$ cat config.mk
export PLATFORM = sky130hd
export DESIGN_NAME = dac_cmd_parser
export DESIGN_NICKNAME = d
export VERILOG_FILES = /design/src/rtl/dac_cmd_pkg.sv /design/src/rtl/dac_cmd_responder.sv /design/src/rtl/dac_cmd_parser.sv
export SDC_FILE = /design/constraint.sdc
export NUM_CORES = 1
export LEC_CHECK = 0
export CORE_MARGIN = 10
export CORE_UTILIZATION = 60
export DETAILED_ROUTE_END_ITERATION = 10
export PLACE_DENSITY = 0.8
export SKIP_CTS_REPAIR_TIMING = 1
export SYNTH_ARGS = -nofsm -noshare
export SYNTH_HDL_FRONTEND = slang
export SYNTH_SLANG_ARGS = --single-unit
$ cat constraint.sdc
create_clock -name ipClk -period 4.8 [get_ports ipClk]
set_input_delay 0.48 -clock ipClk [delete_from_list [all_inputs] [get_ports ipClk]]
set_output_delay 0.48 -clock ipClk [all_outputs]
set_load 0.03 [all_outputs]
$ cat src/rtl/dac_cmd_pkg.sv
// Shared constants and types for the sweep DAC command parser.
// Covers frame bytes, opcodes, NACK detail codes and the parser state encoding.
package dac_cmd_pkg;

    localparam logic [7:0] SYNC_BYTE = 8'hA5;
    localparam logic [7:0] ACK_BYTE  = 8'h06;
    localparam logic [7:0] NACK_BYTE = 8'h15;

    localparam logic [7:0] CMD_SET_SWEEP = 8'h01;
    localparam logic [7:0] CMD_RUN       = 8'h02;
    localparam logic [7:0] CMD_STOP      = 8'h03;
    localparam logic [7:0] CMD_STATUS    = 8'h04;

    localparam logic [7:0] DET_OK      = 8'h00;
    localparam logic [7:0] DET_BAD_CHK = 8'h01;
    localparam logic [7:0] DET_BUSY    = 8'h02;
    localparam logic [7:0] DET_BAD_ARG = 8'h03;
    localparam logic [7:0] DET_BAD_CMD = 8'h04;

    localparam int FRAME_LEN = 6;

    typedef enum logic [3:0] {
        ST_HUNT, ST_CMD, ST_A0, ST_A1, ST_A2, ST_CHK, ST_EXEC, ST_RESP0, ST_RESP1
    } parserState_e;

endpackage

$ cat src/rtl/dac_cmd_responder.sv
// Two-byte TX holding register: loaded with {code, detail}, then presents
// both bytes in order under a valid/ready handshake.
module dac_cmd_responder
    import dac_cmd_pkg::*;
(
    input  logic       ipClk,
    input  logic       ipReset,
    input  logic       load,
    input  logic [7:0] loadCode,
    input  logic [7:0] loadDetail,
    input  logic       ipTxReady,
    output logic [7:0] opTxData,
    output logic       opTxValid,
    output logic       txFire
);

    logic [7:0] detailHold;
    logic       secondByte;

    assign txFire = opTxValid && ipTxReady;

    always_ff @(posedge ipClk) begin
        if (ipReset) begin
            opTxValid  <= 1'b0;
            opTxData   <= '0;
            detailHold <= '0;
            secondByte <= 1'b0;
        end else if (load) begin
            opTxValid  <= 1'b1;
            opTxData   <= loadCode;
            detailHold <= loadDetail;
            secondByte <= 1'b0;
        end else if (txFire) begin
            // Valid stays high across the code->detail switch.
            if (secondByte) begin
                opTxValid <= 1'b0;
            end else begin
                opTxData   <= detailHold;
                secondByte <= 1'b1;
            end
        end
    end

endmodule

$ cat src/rtl/dac_cmd_parser.sv
// Framed command parser feeding sweep configuration and run control to the DAC driver.
//   state  | meaning
//   HUNT   | wait for SYNC, discard anything else
//   CMD..  | collect CMD, A0, A1, A2 with running XOR
//   CHK    | compare checksum byte against XOR
//   EXEC   | decode, update registers atomically, load responder
//   RESP0/1| wait for each response byte to be accepted
module dac_cmd_parser
    import dac_cmd_pkg::*;
#(
    parameter int         TIMEOUT_CYCLES = 1_000_000,
    parameter logic [7:0] RST_START      = 8'd1,
    parameter logic [7:0] RST_END        = 8'd64,
    parameter logic [7:0] RST_STEP       = 8'd1
) (
    input  logic       ipClk,
    input  logic       ipReset,
    input  logic [7:0] ipRxData,
    input  logic       ipRxValid,
    output logic [7:0] opTxData,
    output logic       opTxValid,
    input  logic       ipTxReady,
    output logic [7:0] opStartFreq,
    output logic [7:0] opEndFreq,
    output logic [7:0] opStep,
    output logic [1:0] opControl,
    output logic       opOverrun
);

    localparam int            TW      = (TIMEOUT_CYCLES > 2) ? $clog2(TIMEOUT_CYCLES) : 1;
    localparam logic [TW-1:0] TO_LOAD = TW'(TIMEOUT_CYCLES - 1);

    parserState_e  state;
    logic [7:0]    cmdReg, a0Reg, a1Reg, a2Reg, xorAcc;
    logic          chkOk;
    logic [TW-1:0] idleCnt;
    logic [7:0]    respCode, respDetail;
    logic          doSweep, doRun, doStop, doStatus;
    logic          txFire;
    logic          inResp;

    assign inResp = (state == ST_EXEC) || (state == ST_RESP0) || (state == ST_RESP1);

    always_comb begin
        respCode   = ACK_BYTE;
        respDetail = DET_OK;
        doSweep    = 1'b0;
        doRun      = 1'b0;
        doStop     = 1'b0;
        doStatus   = 1'b0;
        if (!chkOk) begin
            respCode   = NACK_BYTE;
            respDetail = DET_BAD_CHK;
        end else begin
            case (cmdReg)
                CMD_SET_SWEEP: begin
                    // Config only latches at DAC start, so refuse while running.
                    if (opControl[0]) begin
                        respCode   = NACK_BYTE;
                        respDetail = DET_BUSY;
                    end else if (a0Reg > a1Reg || a2Reg == 8'd0) begin
                        respCode   = NACK_BYTE;
                        respDetail = DET_BAD_ARG;
                    end else begin
                        doSweep = 1'b1;
                    end
                end
                CMD_RUN: begin
                    if (opStartFreq > opEndFreq || opStep == 8'd0) begin
                        respCode   = NACK_BYTE;
                        respDetail = DET_BAD_ARG;
                    end else begin
                        doRun = 1'b1;
                    end
                end
                CMD_STOP:   doStop = 1'b1;
                CMD_STATUS: begin
                    doStatus   = 1'b1;
                    respDetail = {opOverrun, 5'b0, opControl};
                end
                default: begin
                    respCode   = NACK_BYTE;
                    respDetail = DET_BAD_CMD;
                end
            endcase
        end
    end

    always_ff @(posedge ipClk) begin
        if (ipReset) begin
            state       <= ST_HUNT;
            cmdReg      <= '0;
            a0Reg       <= '0;
            a1Reg       <= '0;
            a2Reg       <= '0;
            xorAcc      <= '0;
            chkOk       <= 1'b0;
            idleCnt     <= '0;
            opStartFreq <= RST_START;
            opEndFreq   <= RST_END;
            opStep      <= RST_STEP;
            opControl   <= 2'b00;
            opOverrun   <= 1'b0;
        end else begin
            case (state)
                ST_HUNT: begin
                    if (ipRxValid && ipRxData == SYNC_BYTE) begin
                        state   <= ST_CMD;
                        xorAcc  <= '0;
                        idleCnt <= TO_LOAD;
                    end
                end
                ST_CMD, ST_A0, ST_A1, ST_A2, ST_CHK: begin
                    // An arriving byte beats an expiring idle timer.
                    if (ipRxValid) begin
                        idleCnt <= TO_LOAD;
                        xorAcc  <= xorAcc ^ ipRxData;
                        case (state)
                            ST_CMD: begin cmdReg <= ipRxData; state <= ST_A0; end
                            ST_A0:  begin a0Reg  <= ipRxData; state <= ST_A1; end
                            ST_A1:  begin a1Reg  <= ipRxData; state <= ST_A2; end
                            ST_A2:  begin a2Reg  <= ipRxData; state <= ST_CHK; end
                            default: begin
                                chkOk <= (xorAcc == ipRxData);
                                state <= ST_EXEC;
                            end
                        endcase
                    end else if (idleCnt == '0) begin
                        state <= ST_HUNT;
                    end else begin
                        idleCnt <= idleCnt - TW'(1);
                    end
                end
                ST_EXEC: begin
                    state <= ST_RESP0;
                    if (doSweep) begin
                        opStartFreq <= a0Reg;
                        opEndFreq   <= a1Reg;
                        opStep      <= a2Reg;
                    end
                    if (doRun)  opControl    <= {a0Reg[1], 1'b1};
                    if (doStop) opControl[0] <= 1'b0;
                end
                ST_RESP0: if (txFire) state <= ST_RESP1;
                ST_RESP1: if (txFire) state <= ST_HUNT;
                default:  state <= ST_HUNT;
            endcase

            if (ipRxValid && inResp)
                opOverrun <= 1'b1;
            else if (state == ST_EXEC && doStatus)
                opOverrun <= 1'b0;
        end
    end

    dac_cmd_responder uResponder (
        .ipClk      (ipClk),
        .ipReset    (ipReset),
        .load       (state == ST_EXEC),
        .loadCode   (respCode),
        .loadDetail (respDetail),
        .ipTxReady  (ipTxReady),
        .opTxData   (opTxData),
        .opTxValid  (opTxValid),
        .txFire     (txFire)
    );

endmodule
==> results of run 1 <==
metrics by stage:
| stage | power, mW | instance area [um2] | cells |
|---|---|---|---|
| 2_1_floorplan | 1.60 | 5040 | 587 |
| 3_3_place_gp | 1.71 | 5470 | 699 |
| 3_5_place_dp | 1.72 | 5470 | 699 |
| 4_1_cts | 2.30 | 5680 | 714 |
| 5_1_grt | 2.43 | 5680 | 714 |
| 6_report | 2.29 | 5680 | 714 |
how the worst min path moves through the flow:
stage                                                    from                                  end  slack, ps
after floorplan                         a2Reg[1]$_SDFFE_PP0P_               opStep[1]$_SDFFE_PP0P_        450
after global placement      uResponder.opTxValid$_SDFFE_PP0P_    uResponder.opTxValid$_SDFFE_PP0P_        470
after detailed placement  uResponder.opTxData[4]$_SDFFE_PP0P_  uResponder.opTxData[4]$_SDFFE_PP0P_        470
after CTS                 uResponder.opTxData[4]$_SDFFE_PP0P_  uResponder.opTxData[4]$_SDFFE_PP0P_        490
after global routing                   opStep[6]$_SDFFE_PP0P_               opStep[6]$_SDFFE_PP0P_        520
final                     uResponder.opTxData[4]$_SDFFE_PP0P_  uResponder.opTxData[4]$_SDFFE_PP0P_        480
sequential cells by signal (all words and copies together), names as in the netlist, 2 cells and up:
register,count
a1Reg,8
idleCnt,20
a0Reg,8
state,4
xorAcc,8
uResponder.detailHold,4
cmdReg,8
uResponder.opTxData,5
opControl,2
opEndFreq,8
opStartFreq,8
opStep,8
a2Reg,8
cell type report:
class / count / area (um2)
flip-flops and latches: 103 / 2060
repair buffers: 47 / 458
well taps: 105 / 131
multi-input cells: 422 / 2740
fillers: 662 / 2490
clock inverters: 6 / 86.3
clock buffers: 9 / 124
inverters: 22 / 82.6
worst max-delay path: stages:
cell	delay, ps
sky130_fd_sc_hd__clkdlybuf4s50_1	720
sky130_fd_sc_hd__and4b_1	280
sky130_fd_sc_hd__nand4_1	150
sky130_fd_sc_hd__a22oi_1	960
sky130_fd_sc_hd__nor4b_1	380
sky130_fd_sc_hd__xnor2_1	160
sky130_fd_sc_hd__nor2_1	50
routing by layer:
layer / part of all wire [%] / routed length, um / GRT usage (%)
met4: 1.8 / 201 / 4.97
met2: 50 / 5680 / 30.8
met5: 0 / 0 / 0
met1: 43 / 4890 / 21.1
met3: 4.5 / 505 / 4.35
cells in the final DEF (no fill, tap or decap), types with 12 or more instances in the layout:
cell / instances
sky130_fd_sc_hd__dfxtp_1: 103
sky130_fd_sc_hd__nor2_1: 71
sky130_fd_sc_hd__a21oi_1: 51
sky130_fd_sc_hd__o21ai_0: 45
sky130_fd_sc_hd__clkdlybuf4s50_1: 43
sky130_fd_sc_hd__mux2i_1: 38
sky130_fd_sc_hd__nand3_1: 31
sky130_fd_sc_hd__inv_1: 22
sky130_fd_sc_hd__nand2_1: 21
sky130_fd_sc_hd__ha_1: 17
sky130_fd_sc_hd__xnor2_1: 14
sky130_fd_sc_hd__xor2_1: 14
sky130_fd_sc_hd__nand2b_1: 13
sky130_fd_sc_hd__or4_1: 12
kinds of logic after synthesis:
logic type | count (synthesis)
XOR/XNOR | 28
AO/OA/AOI/OAI | 127
AND/OR/NAND/NOR | 208
multiplexers | 39
adder cells (fa/ha/maj) | 17
flip-flops | 103
other | 1
buffers and inverters | 62
Yosys cell counts, drive strengths merged (6+ instances only):
cell type and instances:
dfxtp 103, nor2 71, a21oi 51, o21ai 45, mux2i 38, nand3 32, clkbuf 31, inv 22
nand2 21, ha 17, xnor2 14, xor2 14, nand2b 13, or4 13, nor3 11, buf 9
nand4 7, and3 6, nor2b 6, nor4 6
power by group:
group	switching (mW)	leakage (nW)	internal, mW
clock	0.288	0.105	0.290
sequential	0.101	0.833	0.943
combinational	0.388	1.17	0.284
total	0.776	2.10	1.52
==> run_results.csv, run 1 <==
group,metric,value,unit
yosys,synth_xor_xnor_area_share,4.88,%
clocking,cts_buf_count,9,
setup_path,cp_data_required_time,5050,ps
setup_path,critPathLaunch,"ipRxValid",
floorplan,dieArea,0.0124,mm2
yosys,synth_top_family_by_area,"simple AND/OR/NAND/NOR gates",
yosys,yosysSeqAreaShare,41.0,%
clocking,cts.htree.levels,3,
yosys,synth.lib_cells_used.distinct,58,
yosys,ys_top_cells_by_area,"sky130_fd_sc_hd__dfxtp_1 41%, sky130_fd_sc_hd__mux2i_1 7.6%, sky130_fd_sc_hd__nor2_1 5.3%",
power,max-vdd-ir-drop,0.286,mV
setup_path,critPathKind,"in2reg",
setup_path,cp_max_fo,16,
yosys,yosysTopAreaCellShare,41.0,%
cells_and_area,num-nets-final,634,
clocking,clock_edge_transition_at_the_registers_on_the_reported_setup_and_hold_paths,90,ps
drt,finalWirelength,11300,um
yosys,syn_avg_cell_area,8.60,um2
setup_path,r2r-start,"state[1]$_SDFFE_PP0P_",
floorplan,start_util,61.5,%
drt,drt-initial-drc-count,213,
floorplan,area_of_the_placeable_core,0.00818,mm2
timing,slew_at_the_pin_closest_to_its_max_slew_limit,1220,ps
yosys,synth_fa_ha_area_share,4.23,%
drt,routed_antenna_nets,0,
timing,timing.max_slew.rel_slack,18.5,%
yosys,synth_simple_gate_area_share,22.5,%
global_routing,gr-usage-all-layers,17.7,%
global_routing,maximum_number_of_pins_on_one_net_before_global_route_repair,49,
setup_path,worst-endpoint-arrival,3170,ps
power,power_density,404,mW/mm2
drt,via_count,4190,
yosys,most_used_dff_post_synth,"sky130_fd_sc_hd__dfxtp_1",
drt,routed_wire_length_per_instance,15.8,um
timing,finalWorstPathRequiredPeriod,2920,ps
setup_path,timing.reg2reg.setup_slack,1980,ps
timing,rsz0062_at_grt,"false",
floorplan,dieWidth,112,um
timing,hold_viol,0,
setup_path,kind_of_end_point_of_the_critical_path,"register",
global_routing,first_global_vias,3891,
cells_and_area,area_delta_synth_final,12.9,%
yosys,yosys.area.top_type,"sky130_fd_sc_hd__dfxtp_1",
drt,drt_drc_violations_left,0,
clocking,latest_clock_arrival_within_the_worst_skew_pair,370,ps
floorplan,floorplan.rows,33,
timing,setup_viol_count_final,0,
placement,dpl_worst_slack,1530,ps
floorplan,io-pin-count,48,
yosys,yosys_register_bits,103,
timing,worst_clock_skew,12.7,ps
min_path,whs_path_depth,2,
yosys,yosys_warnings,0,
drt,first_pass_iters,4,
setup_path,timing.critical_path.to,"idleCnt[8]$_SDFFE_PP0P_",
setup_path,r2r.worst_path.cells,6,
timing,report.final.slew_viol_count,0,
run_status,status,"complete, no violations",
cells_and_area,share_of_layout_cells_above_drive_strength_1,4.93,%
cells_and_area,post-route-util,69.5,%
clocking,clock_path_buffers,2,
timing,timing.final.ws_setup,1880,ps
global_routing,gr-total-overflow,0,
cells_and_area,n_antenna_cell,0,
placement,port_buffers,44,
clocking,cts_tree,"built",
yosys,synth_area,0.00503,mm2
global_routing,antenna_found_initial,0,
power,total_leakage_power,2.10,nW
drt,post_drt_via_cell_ratio,5.87,
setup_path,start_kind,"input pin",
timing,final_min_period_over_clock_period,60.9,%
timing,final.setup.tns,0,ps
timing,holdWs,480,ps
placement,gp_congestion,0.871,
global_routing,grt_first_pass_wirelength,19000,um
clocking,cts_root_buffer,"sky130_fd_sc_hd__clkbuf_8",
min_path,hold_path_class,"reg2reg",
floorplan,die_h,112,um
timing,clock.fmax,342,MHz
placement,place.detailed.hpwl,8190,um
yosys,synth.mux.area_fraction,7.79,%
yosys,asyncSetResetFlopFracSynth,0,%
yosys,synth_enable_flop_cells,0,
setup_path,crit-reg2reg-capture,"opEndFreq[0]$_SDFFE_PP0P_",
yosys,synth-compound-area-share,14.6,%
yosys,synthesis.instances,585,
clocking,cts_sinks,103,
job,timing.max_cap.violations,0,
Power figures use the tool's default switching activity.
==> run 2, diff against run 1 <==
--- a/config.mk
+++ b/config.mk
@@ -6,9 +6,9 @@
 export NUM_CORES = 1
 export LEC_CHECK = 0
 export CORE_MARGIN = 10
-export CORE_UTILIZATION = 60
+export CORE_UTILIZATION = 57
 export DETAILED_ROUTE_END_ITERATION = 10
-export PLACE_DENSITY = 0.8
+export PLACE_DENSITY = 0.76
 export SKIP_CTS_REPAIR_TIMING = 1
 export SYNTH_ARGS = -nofsm -noshare
 export SYNTH_HDL_FRONTEND = slang
==> constraint.sdc (replaced) <==
create_clock -name ipClk -period 2.85 [get_ports ipClk]
set_input_delay 0.285 -clock ipClk [delete_from_list [all_inputs] [get_ports ipClk]]
set_output_delay 0.285 -clock ipClk [all_outputs]
set_load 0.03 [all_outputs]
==> run_results.csv, run 2 (same netlist as run 1, synthesis figures left out) <==
group,metric,value,unit
timing,rsz0062_at_grt,"false",
cells_and_area,share_of_layout_cells_above_drive_strength_1,8.41,%
setup_path,worst_path_dominant_cell_family,"compound AO/OA/AOI/OAI gates",
drt,routed_wire_length_per_instance,16.2,um
floorplan,area_of_the_placeable_core,0.00864,mm2
clocking,cts_sinks,103,
clocking,cts_root_buffer,"sky130_fd_sc_hd__clkbuf_8",
placement,port_buffers,44,
power,power_density,665,mW/mm2
setup_path,cp_num_buf_inv,0,
global_routing,gr-total-overflow,0,
timing,timing.final.ws_setup,461,ps
cells_and_area,area_delta_synth_final,15.7,%
run_status,status,"complete, no violations",
setup_path,critPathKind,"reg2reg",
setup_path,worst-endpoint-arrival,2630,ps
clocking,cts_buf_count,9,
clocking,clock_edge_transition_at_the_registers_on_the_reported_setup_and_hold_paths,100,ps
setup_path,critical_path.max_stage_delay,650,ps
clocking,latest_clock_arrival_within_the_worst_skew_pair,370,ps
setup_path,slowest_stage,"sky130_fd_sc_hd__o41a_2",
global_routing,first_global_vias,4090,
placement,gp_congestion,0.876,
cells_and_area,layout.cells.most_common_list,"103 x sky130_fd_sc_hd__dfxtp_1, 71 x sky130_fd_sc_hd__nor2_1, 51 x sky130_fd_sc_hd__a21oi_1",
timing,final_min_period_over_clock_period,83.8,%
drt,finalWirelength,11900,um
drt,first_pass_iters,5,
timing,worst_clock_skew,9.85,ps
drt,routed_antenna_nets,0,
placement,place.detailed.hpwl,8900,um
floorplan,dieArea,0.0130,mm2
timing,timing.max_slew.rel_slack,63.2,%
drt,drt-initial-drc-count,276,
cells_and_area,final_common_cell,"sky130_fd_sc_hd__dfxtp_1",
setup_path,cp_data_required_time,3100,ps
cells_and_area,n_antenna_cell,0,
global_routing,maximum_number_of_pins_on_one_net_before_global_route_repair,43,
timing,slew_at_the_pin_closest_to_its_max_slew_limit,551,ps
floorplan,die_h,114,um
power,max-vdd-ir-drop,0.313,mV
floorplan,dieWidth,114,um
timing,finalWorstPathRequiredPeriod,2390,ps
timing,final.setup.tns,0,ps
floorplan,io-pin-count,48,
setup_path,r2r-start,"a0Reg[1]$_SDFFE_PP0P_",
floorplan,floorplan.rows,34,
drt,via_count,4276,
cells_and_area,top_register,"idleCnt",
setup_path,start_kind,"register",
min_path,hold_path_class,"in2reg",
floorplan,start_util,58.2,%
job,timing.max_cap.violations,0,
drt,post_drt_via_cell_ratio,5.79,
cells_and_area,n_fill_cell,757,
clocking,cts_tree,"built",
cells_and_area,largest_register_ff_count,20,
timing,report.final.slew_viol_count,0,
setup_path,critPathLaunch,"a0Reg[1]$_SDFFE_PP0P_",
setup_path,timing.critical_path.cells,"ha_1 > nor2b_1 > o211ai_1 > a21oi_1 > o41a_2 > a221oi_1 > a211oi_1",
min_path,worst_hold_startpoint,"ipReset",
setup_path,cp_max_fo,23,
power,total_leakage_power,2.20,nW
timing,clock.fmax,419,MHz
clocking,cts.htree.levels,3,
global_routing,grt_first_pass_wirelength,20000,um
timing,setup_viol_count_final,0,
clocking,clock_path_buffers,2,
timing,hold_viol,0,
global_routing,gr-usage-all-layers,18.4,%
timing,holdWs,274,ps
placement,dpl_worst_slack,299,ps
setup_path,kind_of_end_point_of_the_critical_path,"register",
global_routing,antenna_found_initial,0,
drt,drt_drc_violations_left,0,
cells_and_area,post-route-util,67.4,%
power,design_power_total,3.87,mW
cells_and_area,num-nets-final,654,
run 2: changes by cell type in the layout (fill, tap and decap cells not counted):
cell	previous run	this run
sky130_fd_sc_hd__buf_4	3	23
sky130_fd_sc_hd__bufinv_16	2	0
sky130_fd_sc_hd__clkinv_4	1	3
sky130_fd_sc_hd__inv_8	0	2
sky130_fd_sc_hd__clkbuf_8	9	10
sky130_fd_sc_hd__clkinv_2	2	1
sky130_fd_sc_hd__clkinvlp_4	1	0
sky130_fd_sc_hd__o41a_1	1	0
sky130_fd_sc_hd__o41a_2	0	1
sky130_fd_sc_hd__or4_1	12	11
sky130_fd_sc_hd__or4_4	1	2
run 2: routing by layer:
metal | global-route usage (%) | wire length, um | part of all wire [%]
met1 | 23.6 | 5340 | 45
met2 | 30.1 | 5890 | 49
met3 | 4.67 | 507 | 4.2
met4 | 4.51 | 199 | 1.7
met5 | 0 | 0 | 0
run 2: through the flow:
stage / cells / cell area (um2)
global route: 738 / 5820
detailed placement: 722 / 5620
global placement: 722 / 5620
CTS: 738 / 5820
floorplan: 587 / 5040
finish: 738 / 5820
run 2: worst paths after layout:
path	cells after the start	slack (ps)	endpoint
hold / removal	2	270	chkOk$_SDFFE_PP0P_
hold reg to reg	2	490	uResponder.opTxValid$_SDFFE_PP0P_
setup / recovery	7	460	uResponder.detailHold[0]$_SDFFE_PP0P_
setup reg to reg	7	460	uResponder.detailHold[0]$_SDFFE_PP0P_
run 2: worst reg2reg max path: cells and delay by family (launching register included):
kind                     cells  cell delay [ps]
AND/OR/NAND/NOR              1              130
flip-flops                   1              450
AO/OA/AOI/OAI                5             1400
adder cells (fa/ha/maj)      1              280
run 2: final cells by class:
cell class,instances,area [um2],area share [%]
clock buffer,10,138,2.36
tap,108,135,2.32
sequential,103,2060,35.4
clock inverter,6,53.8,0.924
inverter,22,82.6,1.42
multi-input combinational,422,2740,47.1
timing repair buffer,67,608,10.4
run 2: power breakdown:
group	total (mW)	internal, mW	switching (mW)	leakage [nW]
Sequential	1.75	1.59	0.162	0.833
Combinational	1.23	0.536	0.690	1.27
Clock	0.895	0.358	0.537	0.100
Total	3.87	2.48	1.39	2.20
==> run 3, diff against run 2 <==
==> constraint.sdc (replaced) <==
create_clock -name ipClk -period 2.2 [get_ports ipClk]
set_input_delay 0.22 -clock ipClk [delete_from_list [all_inputs] [get_ports ipClk]]
set_output_delay 0.22 -clock ipClk [all_outputs]
set_load 0.03 [all_outputs]
==> run_results.csv, run 3 (same netlist as run 1, synthesis figures left out) <==
group,metric,value,unit
timing,holdWs,335,ps
power,clkPwrFrac,22.6,%
floorplan,dieWidth,114,um
drt,finalWirelength,13100,um
placement,place.detailed.hpwl,9100,um
power,power.share.combinational,34.6,%
clocking,clock_edge_transition_at_the_registers_on_the_reported_setup_and_hold_paths,120,ps
timing,timing.final.ws_setup,-77.3,ps
drt,first_pass_iters,5,
global_routing,grt_first_pass_wirelength,20600,um
power,design_power_total,5.30,mW
setup_path,cp_max_fo,6,
timing,slew_at_the_pin_closest_to_its_max_slew_limit,511,ps
power,swShare,36.0,%
global_routing,gr-usage-all-layers,19.0,%
drt,post_drt_via_cell_ratio,5.82,
cells_and_area,top_register,"idleCnt",
cells_and_area,area_delta_synth_final,26.4,%
timing,timing.max_slew.rel_slack,65.7,%
run_status,status,"finished, violations left",
power,power_density,834,mW/mm2
global_routing,antenna_found_initial,0,
cells_and_area,share_of_layout_cells_above_drive_strength_1,19.4,%
floorplan,area_of_the_placeable_core,0.00864,mm2
drt,via_count,4491,
drt,drt_drc_violations_left,0,
setup_path,critPathKind,"reg2reg",
cells_and_area,post_layout_nonfiller_instances,772,
cells_and_area,register_area,0.00207,mm2
clocking,clock_path_buffers,2,
cells_and_area,layout.cells.most_common_list,"96 x sky130_fd_sc_hd__dfxtp_1, 71 x sky130_fd_sc_hd__nor2_1, 49 x sky130_fd_sc_hd__a21oi_1",
placement,port_buffers,44,
cells_and_area,num-nets-final,688,
placement,post-place-cells,742,
cells_and_area,n_fill_cell,633,
floorplan,floorplan.rows,34,
timing,finalWorstPathRequiredPeriod,2280,ps
timing,worst_clock_skew,16.3,ps
global_routing,gr-total-overflow,0,
floorplan,die_h,114,um
floorplan,dieArea,0.0130,mm2
cells_and_area,multiInputGateArea,0.00293,mm2
run_status,violations,"setup timing",
power,max-vdd-ir-drop,0.497,mV
power,power.switching,1.91,mW
cells_and_area,final_common_cell,"sky130_fd_sc_hd__dfxtp_1",
drt,drt-initial-drc-count,293,
clocking,cts_root_buffer,"sky130_fd_sc_hd__clkbuf_8",
setup_path,start_kind,"register",
floorplan,start_util,58.2,%
power,total_leakage_power,2.44,nW
cells_and_area,largest_register_ff_count,20,
setup_path,kind_of_end_point_of_the_critical_path,"register",
setup_path,cp_data_required_time,2450,ps
timing,final_min_period_over_clock_period,104,%
clocking,cts_buf_count,9,
global_routing,first_global_vias,4343,
placement,gp_congestion,0.870,
power,sequential_power_share,42.8,%
timing,hold_viol,0,
clocking,cts_sinks,103,
timing,setup_viol_count_final,19,
timing,clock.fmax,439,MHz
min_path,hold_path_class,"in2reg",
job,timing.max_cap.violations,0,
clocking,cts_tree,"built",
drt,routed_antenna_nets,0,
floorplan,io-pin-count,48,
power,internal_power,3.40,mW
setup_path,worst-endpoint-arrival,2530,ps
timing,report.final.slew_viol_count,0,
clocking,latest_clock_arrival_within_the_worst_skew_pair,380,ps
global_routing,maximum_number_of_pins_on_one_net_before_global_route_repair,50,
drt,routed_wire_length_per_instance,17.0,um
timing,rsz0062_at_grt,"true",
clocking,cts.htree.levels,3,
cells_and_area,n_antenna_cell,0,
## run 3: changes by cell type in the layout (fill, tap and decap cells not counted), sizes merged
cell      change
inv           +1
clkinvlp      +1
buf          +32
clkbuf        +2
clkinv        -2
## run 3: layout make-up
type                       instances  share of cell area [%]
inverter                          22                    1.30
tap                              108                    2.13
timing repair buffer             101                    14.8
sequential                       103                    32.6
clock inverter                     6                    1.00
multi-input combinational        422                    46.0
clock buffer                      10                    2.16
## run 3: final timing paths
kind         cells past startpoint              startpoint  slack [ps]                           to
max                              7  cmdReg[4]$_SDFFE_PP0P_         -80  opStartFreq[2]$_SDFFE_PP0P_
min                              4                 ipReset         340       xorAcc[2]$_SDFFE_PP0P_
max reg2reg                      7  cmdReg[4]$_SDFFE_PP0P_         -80  opStartFreq[2]$_SDFFE_PP0P_
min reg2reg                      2  opStep[6]$_SDFFE_PP0P_         480       opStep[6]$_SDFFE_PP0P_
## run 3: through the flow
stage | setup slack (ps) | TNS [ps] | utilization (%) | area (um2)
after floorplan | 50.4 | 0 | - | 5040
after global placement | 27.7 | 0 | 67.0 | 5790
after detailed placement | -29.0 | -121 | 67.0 | 5790
after CTS | -68.9 | -660 | 69.3 | 5990
after global routing | -122 | -2040 | 73.6 | 6360
final | -77.3 | -525 | 73.6 | 6360
## run 3: routing by layer
layer | global-route usage (%) | wire (um)
met1 | 23.8 | 5780
met2 | 31.4 | 6360
met3 | 4.72 | 723
met4 | 5.43 | 224
met5 | 0 | 0
## run 3: power groups by stage
stage | combinational [mW] | sequential (mW) | clock [mW]
2_1_floorplan | 1.24 | 2.24 | 0
3_3_place_gp | 1.59 | 2.28 | 0
3_5_place_dp | 1.65 | 2.29 | 0
4_1_cts | 1.66 | 2.25 | 1.21
5_1_grt | 2.05 | 2.29 | 1.29
6_report | 1.83 | 2.27 | 1.20
## run 3: critical path: stages, from the launching register on
cell	delay, ps
sky130_fd_sc_hd__dfxtp_2	330
sky130_fd_sc_hd__or4_4	550
sky130_fd_sc_hd__nor3_4	240
sky130_fd_sc_hd__nand2_2	100
sky130_fd_sc_hd__or4_4	510
sky130_fd_sc_hd__buf_8	190
sky130_fd_sc_hd__o21ai_2	130
sky130_fd_sc_hd__a21oi_1	100
